==> src/rtl/stack_burst_engine.sv <==
// stack_burst_engine
// Multi-word burst controller between the CPU sequencer and the single-port
// stack RAM. Moves 1..MAX_WORDS words between a packed bus (word 0 at the MSB)
// and consecutive RAM addresses, for reads or writes, with a configurable
// RAM read latency. Illegal burst lengths are rejected without touching RAM.
//
// Optional feature: define STACK_BURST_BOUNDS_EN to also reject bursts with
// base_address + words > DEPTH (evaluated without address wrap).
//
// Ports:
//   clock, reset_n     clock, asynchronous active-low reset
//   start              level request, held until done is seen
//   op_write           1 = write burst, 0 = read burst (sampled on acceptance)
//   base_address       address of word 0
//   words              burst length
//   wdata              write payload, word k at [(MAX_WORDS-k)*DATA_W-1 -: DATA_W]
//   rdata              read result, same packing as wdata
//   busy, done, error  status; error is valid while done is high
//   ram_address, ram_data, ram_wren, ram_q   single-port RAM interface
module stack_burst_engine #(
  parameter int unsigned DATA_W      = 16,
  parameter int unsigned ADDR_W      = 16,
  parameter int unsigned MAX_WORDS   = 16,
  parameter int unsigned RAM_LATENCY = 1,
  parameter int unsigned DEPTH       = 65536
) (
  input  logic                          clock,
  input  logic                          reset_n,
  input  logic                          start,
  input  logic                          op_write,
  input  logic [ADDR_W-1:0]             base_address,
  input  logic [ADDR_W-1:0]             words,
  input  logic [MAX_WORDS*DATA_W-1:0]   wdata,
  output logic [MAX_WORDS*DATA_W-1:0]   rdata,
  output logic                          busy,
  output logic                          done,
  output logic                          error,
  output logic [ADDR_W-1:0]             ram_address,
  output logic [DATA_W-1:0]             ram_data,
  output logic                          ram_wren,
  input  logic [DATA_W-1:0]             ram_q
);

  localparam int unsigned IDX_W = (MAX_WORDS > 1) ? $clog2(MAX_WORDS) : 1;
  localparam int unsigned BUS_W = MAX_WORDS * DATA_W;
  localparam int unsigned SUM_W = ADDR_W + 1;
  localparam logic [SUM_W-1:0] DEPTH_LIM = SUM_W'(DEPTH);

`ifdef STACK_BURST_BOUNDS_EN
  localparam bit BOUNDS_EN = 1'b1;
`else
  localparam bit BOUNDS_EN = 1'b0;
`endif

  typedef enum logic [2:0] {
    S_IDLE  = 3'd0,
    S_WRITE = 3'd1,
    S_READ  = 3'd2,
    S_DRAIN = 3'd3,
    S_DONE  = 3'd4
  } state_t;

  state_t              state, state_nxt;
  logic [IDX_W-1:0]    idx, idx_nxt, idx_inc;
  logic [ADDR_W-1:0]   base_q, words_q;
  logic [DATA_W-1:0]   wbuf [MAX_WORDS];
  logic [DATA_W-1:0]   rbuf [MAX_WORDS];

  // Read tag pipe: stage i holds the slot index of the address presented
  // i+1 cycles ago; the last stage lines up with valid ram_q.
  logic                tag_v   [RAM_LATENCY];
  logic [IDX_W-1:0]    tag_idx [RAM_LATENCY];

  logic [ADDR_W-1:0]   addr_nxt;
  logic [DATA_W-1:0]   data_nxt;
  logic                wren_nxt, busy_nxt, done_nxt, error_nxt;
  logic                accept;
  logic                last_beat;
  logic                len_bad, oob, reject;
  logic [SUM_W-1:0]    end_sum;
  logic                pipe_more;

  // Acceptance-time legality checks
  assign len_bad = (words == '0) || (words > ADDR_W'(MAX_WORDS));
  assign end_sum = {1'b0, base_address} + {1'b0, words};
  assign oob     = end_sum > DEPTH_LIM;
  assign reject  = len_bad || (BOUNDS_EN && oob);

  assign idx_inc   = idx + IDX_W'(1);
  assign last_beat = (ADDR_W'(idx) == (words_q - ADDR_W'(1)));

  // Reads still in flight after the coming edge (the last stage retires now)
  always_comb begin : drain_check
    pipe_more = 1'b0;
    for (int unsigned i = 0; i + 1 < RAM_LATENCY; i++) begin
      pipe_more = pipe_more | tag_v[i];
    end
  end

  // Present the read slots on the packed output bus
  for (genvar g = 0; g < MAX_WORDS; g++) begin : g_pack
    assign rdata[(MAX_WORDS-g)*DATA_W-1 -: DATA_W] = rbuf[g];
  end

  // State register
  always_ff @(posedge clock or negedge reset_n) begin : state_reg
    if (!reset_n) begin
      state <= S_IDLE;
    end else begin
      state <= state_nxt;
    end
  end

  // Next state and next values of the registered outputs
  always_comb begin : fsm_next
    state_nxt = state;
    idx_nxt   = idx;
    addr_nxt  = ram_address;
    data_nxt  = ram_data;
    wren_nxt  = 1'b0;
    busy_nxt  = busy;
    done_nxt  = done;
    error_nxt = error;
    accept    = 1'b0;

    unique case (state)
      S_IDLE: begin
        if (start) begin
          accept    = 1'b1;
          idx_nxt   = '0;
          busy_nxt  = 1'b1;
          done_nxt  = 1'b0;
          error_nxt = 1'b0;
          if (reject) begin
            state_nxt = S_DONE;
            busy_nxt  = 1'b0;
            done_nxt  = 1'b1;
            error_nxt = 1'b1;
          end else begin
            addr_nxt = base_address;
            if (op_write) begin
              state_nxt = S_WRITE;
              data_nxt  = wdata[BUS_W-1 -: DATA_W];
              wren_nxt  = 1'b1;
            end else begin
              state_nxt = S_READ;
            end
          end
        end
      end

      S_WRITE: begin
        if (last_beat) begin
          state_nxt = S_DONE;
          busy_nxt  = 1'b0;
          done_nxt  = 1'b1;
        end else begin
          idx_nxt  = idx_inc;
          addr_nxt = base_q + ADDR_W'(idx_inc);
          data_nxt = wbuf[idx_inc];
          wren_nxt = 1'b1;
        end
      end

      S_READ: begin
        if (last_beat) begin
          state_nxt = S_DRAIN;
        end else begin
          idx_nxt  = idx_inc;
          addr_nxt = base_q + ADDR_W'(idx_inc);
        end
      end

      S_DRAIN: begin
        if (!pipe_more) begin
          state_nxt = S_DONE;
          busy_nxt  = 1'b0;
          done_nxt  = 1'b1;
        end
      end

      S_DONE: begin
        if (!start) begin
          state_nxt = S_IDLE;
          done_nxt  = 1'b0;
          error_nxt = 1'b0;
        end
      end

      default: begin
        state_nxt = S_IDLE;
      end
    endcase
  end

  // Registered outputs, burst context, read pipe and slot capture
  always_ff @(posedge clock or negedge reset_n) begin : datapath
    if (!reset_n) begin
      busy        <= 1'b0;
      done        <= 1'b0;
      error       <= 1'b0;
      ram_address <= '0;
      ram_data    <= '0;
      ram_wren    <= 1'b0;
      idx         <= '0;
      base_q      <= '0;
      words_q     <= '0;
      for (int unsigned k = 0; k < MAX_WORDS; k++) begin
        wbuf[k] <= '0;
        rbuf[k] <= '0;
      end
      for (int unsigned i = 0; i < RAM_LATENCY; i++) begin
        tag_v[i]   <= 1'b0;
        tag_idx[i] <= '0;
      end
    end else begin
      busy        <= busy_nxt;
      done        <= done_nxt;
      error       <= error_nxt;
      ram_address <= addr_nxt;
      ram_data    <= data_nxt;
      ram_wren    <= wren_nxt;
      idx         <= idx_nxt;

      // Every READ cycle presents exactly one address
      tag_v[0]   <= (state == S_READ);
      tag_idx[0] <= idx;
      for (int unsigned i = 1; i < RAM_LATENCY; i++) begin
        tag_v[i]   <= tag_v[i-1];
        tag_idx[i] <= tag_idx[i-1];
      end

      if (tag_v[RAM_LATENCY-1]) begin
        rbuf[tag_idx[RAM_LATENCY-1]] <= ram_q;
      end

      // The pipe is empty in IDLE, so acceptance never races a capture
      if (accept) begin
        base_q  <= base_address;
        words_q <= words;
        for (int unsigned k = 0; k < MAX_WORDS; k++) begin
          wbuf[k] <= wdata[(MAX_WORDS-k)*DATA_W-1 -: DATA_W];
          rbuf[k] <= '0;
        end
      end
    end
  end

endmodule

==> config.mk <==
export PLATFORM = sky130hd
export DESIGN_NAME = stack_burst_engine
export DESIGN_NICKNAME = d
export VERILOG_FILES = /design/src/rtl/stack_burst_engine.sv
export SDC_FILE = /design/constraint.sdc
export NUM_CORES = 1
export LEC_CHECK = 0
export CAP_MARGIN = 20
export CORE_ASPECT_RATIO = 0.6
export CORE_UTILIZATION = 42
export CTS_CLUSTER_DIAMETER = 200
export CTS_CLUSTER_SIZE = 20
export DETAILED_ROUTE_END_ITERATION = 16
export PLACE_DENSITY_LB_ADDON = 0.3
export SLEW_MARGIN = 20
export SYNTH_ARGS = -nofsm -noshare
export SYNTH_HDL_FRONTEND = slang
export SYNTH_SLANG_ARGS = --single-unit
==> constraint.sdc <==
create_clock -name clock -period 6.6 [get_ports clock]
set_clock_uncertainty 0.15 [all_clocks]
set_input_delay 0.66 -clock clock [delete_from_list [all_inputs] [get_ports clock]]
set_output_delay 0.66 -clock clock [all_outputs]
set_load 0.03 [all_outputs]
Word level (Yosys, flattened, before mapping)
Index checks and enable logic that the tools add are counted.

operators by class
  add/subtract/negate cells = 3
  multipliers = 0
  div/mod/pow operators = 0
  magnitude comparators = 4
  eq/ne operators = 13
  shift operators = 0
  mux-type cells = 44
  bitwise logic cells = 2
  reductions and logical operators = 18

operator list
  operator                 count
  $mux W256                2
  $bwmux W256              1
  $mux W16                 10
  $bmux W16 S4             1
  $demux W16 S4            1
  $pmux W16 S2             2
  $add A16 B4 Y16          1
  $eq A4 B16 Y1            1
  $gt A16 B5 Y1 const B    1
  $logic_not A16 Y1        1
  $ne A2 B2 Y1 const B     8
  $sub A16 B1 Y16 const B  1
  $mux W3                  5
  $pmux W3 S5              1
  $mux W1                  13
  $reduce_and A4 Y1        3
  $ge A5 B5 Y1 const B     2
  $not A4 Y5               2
  $reduce_and A3 Y1        3
  $mux W4                  2
  $pmux W4 S2              1
  $reduce_bool A2 Y1       4
  $eq A3 B2 Y1 const B     2
  $lt A5 B1 Y1 const B     1
  other kinds (14)         15

word-level totals
  bits in registers = 592
  bits in latches = 0
  memory bits (writable) = 0
  ROM bits = 0
  output and inout bits = 292
  memories kept = 0

Depth between registers and ports, before layout
Gate-level depths: netlist of run 1.

  word-level depth = 8
  depth in mapped cells = 13
  mapped depth without buffers = 10

Worst setup path after synthesis of run 1
No wires, ideal clock.

  path type = flip-flop to flip-flop
  from = register idx[0]
  to = register ram_address[8]
  data arrival time = 2.978 ns
  data required time = 6.325 ns
  path slack = 3.347 ns
  stages on the path, launching flop included = 14
  cells stage by stage = dfrtp_1 -> buf_2 -> buf_4 -> buf_6 -> buf_4 -> inv_1 -> ha_1 -> fa_1 -> a21o_1 -> a21oi_1 -> and3b_1 -> xnor2_1 -> a21oi_1 -> mux2_2

between the ends
  longest elaborated chain between the ends = 4
  elaborated cells on any way between the ends = 7
  those cells by class = add/sub: 2; eq/ne: 2; mux: 2; reduce/logical: 1

RTL lines
  element                 line      text
  from (decl)             64        logic [IDX_W-1:0] idx, idx_nxt, idx_inc;
  from (signal assigned)  223       idx <= idx_nxt;
  $add A4 B1 Y4           89        assign idx_inc = idx + IDX_W'(1);
  $add A16 B4 Y16         159, 170
  $mux W16                153, 166
  $pmux W16 S2            126       unique case (state)
  to (signal assigned)    220       ram_address <= addr_nxt;
  to (decl)               38        output logic [ADDR_W-1:0] ram_address,

Parallel ways exist; a longest one is shown, timed or not. The select of a mux whose other input is x is not followed.
A chain may end at the register's enable or synchronous reset.

Final worst setup path of run 1
  from = register idx[0]
  to = register ram_address[15]

The elaborated chain is that of the path after synthesis.

==> impl_metrics.yaml, run 1 <==
status:
  run_status: "finished, final reports clean"
drt:
  via_per_inst: 5.59
  vias: 20300
  initialDrtViolationCount: 2330
  ant_nets: 0
  wl_per_cell_um: 23.3
  drcViolationCount: 0
  wirelength_um: 84500
  dr.pass1.iters: 5
place:
  dp.cells: 3576
  portBuffers: 599
  dp_hpwl_um: 60200
  gp_congestion: 0.943
  place_ws_ns: 2.22
power_and_ir_drop:
  power.ir.vdd_worst_mv: 0.125
  total_power_mw: 7.12
  power_leakage_nw: 15.4
  powerDensity_nw_per_um2: 219
synthesis:
  ys_types: 60
  syn-num-nets: 2663
  synth-edff-count: 0
  syn_area_um2: 25000
  synthTopCellsByCount: "947 x nand2_1, 592 x dfrtp_1, 256 x a22o_1, 119 x clkbuf_1, 64 x mux4_2"
  synth_flop_cell: "dfrtp_1"
  yosysSeqAreaShare_pct: 59.4
  synth_area_leader_cell: "dfrtp_1"
  synthCells: 2348
  synth.avg_cell_area_um2: 10.6
  async_reset_ff_share_pct: 100
  synth_seq_cells: 592
  synth.most_common_cell: "nand2_1"
  synth_top_cells_by_area: "dfrtp_1 59%, nand2_1 14%, a22o_1 9.0%, mux4_2 5.8%, clkbuf_1 1.8%"
  yosysWarnings: 0
  synth_top_area_share_pct: 59.4
worst_setup_path:
  worst-path-max-fanout: 26
  worst_setup_path_start_kind: "flip-flop"
  crit_top_cell: "a21oi_1"
  cpMaxStageDelayCell: "xnor2_2"
  slowest_delay_ns: 0.78
  crit_type: "reg -> reg"
  critPathCaptureType: "flip-flop"
  crit_arrival_ns: 4.74
  required_ns: 6.91
  cp_cell_sequence: "nand3_1 > xnor2_2 > inv_1 > ha_1 > o21a_1 > a21oi_1 > nor4b_1 > xnor2_1 > a21oi_1 > mux2_2"
cts:
  cts_tree: "yes"
  cts_made_buffers: 35
  cts.sinks: 592
  cts.clk_slew.worst_paths_ns: 0.09
  cts_setup_buffers: 0
  insertion_delay_ns: 0.57
  h-tree-depth: 2
  clock_path_buffers: 3
  cts_resized: 0
  root_buffer: "clkbuf_16"
global_route:
  grt_remaining_overflow: 0
  grt_pass1_vias: 19900
  track_usage_pct: 27.8
  grt_max_degree: 236
  antenna_found_initial: 14
  grt_pass1_wl_um: 127000
worst_hold_path:
  min_path_type: "reg -> reg"
timing:
  fmax_mhz: 226
  hold_viol: 0
  setup_viol: 0
  finalCriticalPeriod_ns: 4.43
  timing.final.crit_share_pct: 67.1
  fin_ws_ns: 2.17
  relSlewSlack_pct: 23.8
  setup-tns-final_ns: 0
  rsz0062_at_grt: "no"
  drv_slew: 0
  tightest_slew_ns: 1.14
flow_run:
  maxCapViolations: 0
die:
  die_h_um: 191
  start_util_pct: 43.0
  core_area_um2: 58100
  ios: 600
  placementRows: 68
  die_w_um: 317
  die_area_um2: 60400
cells_and_area:
  nets: 3159
  area_growth_pct: 30.3
  drive_gt1_share_pct: 6.43
  multiInputGateArea_um2: 9420
  seq_area_um2: 14800
  stdcell_count: 3627
  fillers: 4902
where the power goes:
group	internal, mW	leakage, nW	total (mW)	switching, mW
clock	1.01	0.462	2.23	1.23
sequential	3.85	7.77	4.00	0.152
combinational	0.394	7.21	0.886	0.492
total	5.25	15.4	7.12	1.87
kinds of logic (layout without fill, tap and decap cells):
logic type	count (synthesis)	in the layout	share of synthesized area [%]
flip-flops	592	592	59.4
other	0	11	0
XOR/XNOR	20	20	0.702
adder cells (fa/ha/maj)	7	7	0.381
multiplexers	88	88	6.99
AO/OA/AOI/OAI	363	363	11.8
AND/OR/NAND/NOR	1089	1089	17.5
buffers and inverters	189	687	3.22
final timing paths:
kind / startpoint / end / slack, ns / cells past startpoint
max: idx[0] / ram_address[15] / 2.17 / 10
min: idx[3] / tag_idx[3] / 0.32 / 0
max reg2reg: idx[0] / ram_address[15] / 2.17 / 10
min reg2reg: idx[3] / tag_idx[3] / 0.32 / 0
max in group asynchronous: reset_n / rdata[6] / 4.24 / 3
min in group asynchronous: reset_n / wbuf[3] / 0.55 / 2
metrics by stage:
stage	area, um2	hold slack (ns)	utilization, %
floorplan	25000	0.214	-
global placement	31500	0.303	54.2
detailed placement	31500	0.308	54.3
CTS	32500	0.325	55.9
global route	32500	0.340	56.0
finish	32500	0.316	56.0
routing by layer:
layer	vias up	part of all wire (%)	GRT usage, %
li1	8915	-	-
met1	10400	46	41.8
met2	824	44	40.4
met3	141	7.9	6.32
met4	2	2.6	6.82
met5	-	0.014	0
cell usage in the layout, fill, tap and decap left out, types with 5 or more instances in the layout:
master,netlist,routed
a22o_1,256,256
nor2_2,1,8
inv_1,12,12
mux2_2,10,10
clkdlybuf4s50_1,0,597
diode_2,0,11
nand2_1,947,947
a21oi_1,42,40
and3_1,32,32
nand3_1,12,12
mux4_2,64,64
nor2_1,40,33
dfrtp_1,592,591
a211o_1,17,17
xnor2_1,17,15
mux2_4,10,10
nor3_1,8,7
clkbuf_16,0,37
a31oi_1,18,18
ha_1,6,5
nand2b_1,16,16
buf_4,3,30
o21ai_0,8,8
nor2b_1,6,6
worst max-delay path: cells and delay by family (launching register included):
kind	cells	cell delay, ns
compound gates	3	0.75
simple gates	2	0.38
flops	1	0.77
fa+ha+maj	1	0.47
buf+inv	1	0.58
xor+xnor	2	0.96
mux	1	0.27
layout make-up:
class	instances	area share, %
clock buffers	38	2.86
diodes	11	0.0846
well taps	770	2.96
clock inverters	1	0.0269
flip-flops and latches	592	45.5
repair buffers	635	19.4
inverters	13	0.150
multi-input cells	1567	28.9
what timing repair did:
| action | CTS | global route |
|---|---|---|
| hold endpoints to repair | 79 | 0 |
| setup endpoints to repair | 0 | 0 |
| hold buffers | 1 | 0 |
(Power assumes the default switching activity.)
==> run 2, diff against run 1 <==
clock period = 4 ns   (was 6.6 ns; I/O delays follow)
==> run 2 against run 1 <==
Against the previous run:
- non-clock buffer count rose by 22
- clock power is 65% higher
- die area unchanged
- combinational power up 66%
- wire length rose by 3.0%
- critical endpoint is now ram_address[11]
- hold slack worse by 0.12 ns
- first-iteration DRC count fell by 23%
==> impl_metrics.yaml, run 2 (same netlist as run 1, synthesis figures left out) <==
status:
  run_status: "finished, final reports clean"
power_and_ir_drop:
  power_leakage_nw: 15.6
  comb_power_share_pct: 12.5
  switching_share_pct: 26.2
  power_switching_mw: 3.08
  p_int_mw: 8.68
  power_frac_seq_pct: 56.2
  powerDensity_nw_per_um2: 359
  power.ir.vdd_worst_mv: 0.275
  power.share.clock_pct: 31.2
place:
  gp_congestion: 0.897
  placed_cell_area_um2: 31800
  dp_hpwl_um: 62300
  portBuffers: 599
  place_ws_ns: 0.784
  dp.cells: 3598
die:
  core_area_um2: 58100
  start_util_pct: 43.0
  die_w_um: 317
  die_h_um: 191
  placementRows: 68
  die_area_um2: 60400
  ios: 600
cts:
  cts_tree: "yes"
  insertion_delay_ns: 0.57
  h-tree-depth: 2
  clock_path_buffers: 3
  ctsHoldBuffers: 1
  cts_made_buffers: 35
  root_buffer: "clkbuf_16"
  cts_setup_buffers: 0
  cts.clk_slew.worst_paths_ns: 0.09
  cts.sinks: 592
  cts_resized: 0
timing:
  relSlewSlack_pct: 20.7
  timing.final.crit_share_pct: 80.8
  rsz0062_at_grt: "no"
  setup_viol: 0
  finalCriticalPeriod_ns: 3.23
  hold_viol: 0
  fmax_mhz: 309
  fin_ws_ns: 0.767
  tightest_slew_ns: 1.19
  drv_slew: 0
  setup-tns-final_ns: 0
worst_setup_path:
  required_ns: 4.30
  worst_setup_path_start_kind: "flip-flop"
  crit_type: "reg -> reg"
  critPathCaptureType: "flip-flop"
  cp_cell_sequence: "ha_4 > ha_1 > a211o_1 > a21oi_1 > nor3_1 > xnor2_1 > a21oi_1 > mux2_4"
  worst-path-max-fanout: 30
  slowest_delay_ns: 0.58
  critical-path-top-delay-family: "adder cells"
  cpMaxStageDelayCell: "ha_4"
  crit_arrival_ns: 3.53
  crit_top_cell: "a21oi_1"
  path_buf_inv: 0
drt:
  vias: 20500
  drcViolationCount: 0
  dr.pass1.iters: 5
  ant_nets: 0
  initialDrtViolationCount: 1784
  wirelength_um: 87000
  via_per_inst: 5.63
  wl_per_cell_um: 23.8
global_route:
  grt_pass1_wl_um: 129000
  grt_remaining_overflow: 0
  grt_pass1_vias: 20400
  grt_max_degree: 203
  track_usage_pct: 28.5
  antenna_found_initial: 15
worst_hold_path:
  min_path_type: "in -> reg"
cells_and_area:
  nets: 3181
  drive_gt1_share_pct: 6.97
  stdcell_count: 3650
  final_common_cell: "nand2_1"
  most-common-layout-cells: "947 x nand2_1, 598 x clkdlybuf4s50_1, 591 x dfrtp_1, 256 x a22o_1, 64 x mux4_2"
  final_area_um2: 32800
  area_growth_pct: 31.3
flow_run:
  maxCapViolations: 0
[run 2: changes by cell type in the layout (fill, tap and decap cells not counted), sizes merged]
cell / before / now
buf: 37 / 58
diode: 11 / 12
clkdlybuf4s50: 597 / 598
[run 2: power by group through the flow]
stage	sequential [mW]	clock, mW	combinational [mW]
finish	6.61	3.67	1.47
global route	6.65	3.96	1.63
CTS	6.60	3.76	1.48
detailed placement	6.71	0	1.47
global placement	6.69	0	1.43
floorplan	6.64	0	0.694
[run 2: area by class of cell]
cell class                      instances  area [um2]
Sequential cell                       592       14800
Clock buffer                           38         930
Multi-Input combinational cell       1567        9410
Timing Repair Buffer                  657        6560
Antenna cell                           12        30.0
Inverter                               13        48.8
Clock inverter                          1        8.76
Tap cell                              770         963
Fill cell                            4884       25300
[run 2: path summary, 6_finish.rpt]
path,startpoint,end,slack [ns],depth (start not counted)
hold / removal,wdata[31],wbuf[31],0.20,3
setup / recovery,idx[0],ram_address[11],0.77,8
hold reg to reg,wbuf[135],wbuf[135],0.33,2
max in group asynchronous,reset_n,rdata[150],2.27,3
setup reg to reg,idx[0],ram_address[11],0.77,8
min in group asynchronous,reset_n,wbuf[11],0.37,2
[run 2: metal layers]
layer / track usage, % / wire length (um) / vias up / share of wire, %
li1: - / - / 8961 / -
met1: 41.6 / 38700 / 10600 / 44
met2: 40.8 / 37900 / 864 / 44
met3: 8.29 / 7900 / 164 / 9.1
met4: 8.97 / 2450 / 6 / 2.8
met5: 0 / 43 / - / 0.049
[run 2: tightest hold or removal path, delay by kind of cell]
kind / cells / cell delay, ns
buffers and inverters: 1 / 0.40
AND/OR/NAND/NOR: 2 / 0.09
[run 2: metrics by stage]
stage	hold slack (ns)	util, %	total power [mW]
after floorplan	-0.0456	-	7.34
after global placement	0.297	54.7	8.13
after detailed placement	0.306	54.7	8.18
after CTS	0.160	56.3	11.8
after global routing	0.184	56.4	12.2
final	0.200	56.4	11.8
==> run 3, diff against run 2 <==
clock period = 2.7 ns   (was 4 ns; I/O delays follow)
==> run 3 against run 2 <==
Against the previous run:
- die area stayed put
- clock-buffer cell count is the same
- utilization rose by 1.7 points
==> impl_metrics.yaml, run 3 (same netlist as run 1, synthesis figures left out) <==
worst_setup_path:
  crit_type: "reg -> reg"
  r2r_start: "idx[0]"
  crit_path_start: "idx[0]"
  slowest_delay_ns: 0.55
  worst_setup_path_start_kind: "flip-flop"
  critical-path-top-delay-family: "flip-flops"
  worst-path-max-fanout: 6
  path_buf_inv: 2
  cp_cell_sequence: "ha_4 > xnor2_4 > inv_2 > ha_4 > a21o_1 > a21oi_4 > buf_4 > xnor2_1 > mux2_2 > mux2_2"
  critPathCaptureType: "flip-flop"
  required_ns: 3.00
  crit_arrival_ns: 2.97
  cpMaxStageDelayCell: "dfrtp_4"
cells_and_area:
  drive_gt1_share_pct: 10.1
  nets: 3256
  area_growth_pct: 35.2
  final_common_cell: "nand2_1"
  stdcell_count: 3716
  most-common-layout-cells: "944 x nand2_1, 598 x clkdlybuf4s50_1, 591 x dfrtp_1, 256 x a22o_1, 100 x buf_4"
  fillers: 4812
drt:
  met1_length_um: 39200
  ant_nets: 0
  vias: 21000
  initialDrtViolationCount: 1967
  via_per_inst: 5.66
  wl_met3_um: 7890
  dr.pass1.iters: 7
  wirelength_um: 88800
  wl_per_cell_um: 23.9
  drcViolationCount: 0
  dr_wl_met2_um: 38500
  top_layer_used: "met5"
cts:
  cts.sinks: 592
  clock_path_buffers: 3
  h-tree-depth: 2
  root_buffer: "clkbuf_16"
  cts_tree: "yes"
  cts_made_buffers: 35
  cts.clk_slew.worst_paths_ns: 0.09
  insertion_delay_ns: 0.56
power_and_ir_drop:
  power.share.clock_pct: 30.9
  comb_power_share_pct: 13.2
  power.ir.vdd_worst_mv: 0.344
  powerDensity_nw_per_um2: 520
  total_power_mw: 17.5
  p_int_mw: 13.0
  power_switching_mw: 4.59
  power_leakage_nw: 16.1
  switching_share_pct: 26.2
  power_frac_seq_pct: 55.9
worst_hold_path:
  min_path_type: "in -> reg"
  min-delay-start: "wdata[180]"
timing:
  finalCriticalPeriod_ns: 2.67
  rsz0062_at_grt: "yes"
  timing.final.crit_share_pct: 98.8
  setup_viol: 0
  tightest_slew_ns: 0.874
  fmax_mhz: 375
  drv_slew: 0
  relSlewSlack_pct: 41.8
  hold_viol: 0
die:
  die_h_um: 191
  placementRows: 68
  die_area_um2: 60400
  die_w_um: 317
  core_area_um2: 58100
  start_util_pct: 43.0
  ios: 600
global_route:
  grt_pass1_wl_um: 132000
  antenna_found_initial: 6
  grt_remaining_overflow: 0
  grt_max_degree: 99
  track_usage_pct: 29.0
  grt_pass1_vias: 21100
place:
  portBuffers: 599
  dp_hpwl_um: 64100
  gp_congestion: 0.925
  dp.cells: 3664
flow_run:
  maxCapViolations: 0
status:
  run_status: "finished, final reports clean"
-- run 3: cell count changes in the layout (fill, tap and decap cells not counted), moves of 4 or more --
cell       previous run  this run
buf_4                47       100
nor2_2                6         2
buf_12               10        21
clkbuf_16            37        41
inv_1                12         8
and3_1               32        26
diode_2              12         3
ha_4                  1         6
buf_6                 0         5
and3_4                0         4
nor2_1               35        39
ha_1                  5         0
-- run 3: cell type report --
cell class | instances | area, um2 | area share (%)
diodes | 3 | 7.51 | 0.0223
clock buffers | 38 | 930 | 2.76
clock inverters | 1 | 8.76 | 0.0260
inverters | 13 | 51.3 | 0.152
multi-input cells | 1567 | 9580 | 28.4
flip-flops and latches | 592 | 14800 | 43.9
well taps | 770 | 963 | 2.86
repair buffers | 732 | 7380 | 21.9
-- run 3: through the flow --
step	utilization [%]	TNS (ns)	hold WS, ns	setup slack (ns)	instance area (um2)
final	58.1	0	0.0736	0.0314	33700
after detailed placement	55.9	-5.64	0.222	-0.287	32500
after global placement	55.9	-4.67	0.222	-0.241	32500
after CTS	57.6	0	0.0452	0.0000879	33500
after floorplan	-	-0.0727	-0.176	-0.0632	25100
after global routing	58.0	-0.351	0.0676	-0.0452	33700
-- run 3: worst min-delay path: stages --
cell             delay [ns]
clkdlybuf4s50_1        0.39
nand2_1                0.05
nand2_1                0.04
-- run 3: final timing paths --
path	slack, ns	to	cells past startpoint
max	0.03	ram_address[4]	10
min	0.07	wbuf[180]	3
max reg2reg	0.03	ram_address[4]	10
min reg2reg	0.33	wbuf[201]	2
max in group asynchronous	1.34	wbuf[230]	3
min in group asynchronous	0.16	ram_address[1]	2
-- run 3: power by group through the flow --
stage                     sequential (mW)  combinational, mW  clock, mW
after floorplan                      9.85               1.04          0
after global placement               9.92               2.21          0
after detailed placement             9.95               2.27          0
after CTS                            9.78               2.29       5.53
after global routing                 9.86               2.54       5.84
final                                9.80               2.32       5.43
-- run 3: timing repair --
item                                   in CTS  in global routing
endpoints found under the hold margin      58                  0
setup endpoints to repair                  19                 27
gates cloned                                0                  4
gates resized for setup                     3                 35
hold buffers                                1                  0
pin swaps                                   1                 17
setup buffers                               2                  3
-- run 3: metal layers --
metal,up-vias,global-route usage [%]
met4,6,10.2
met5,-,0
met2,952,41.5
li1,9111,-
met1,10800,42.5
met3,201,7.59
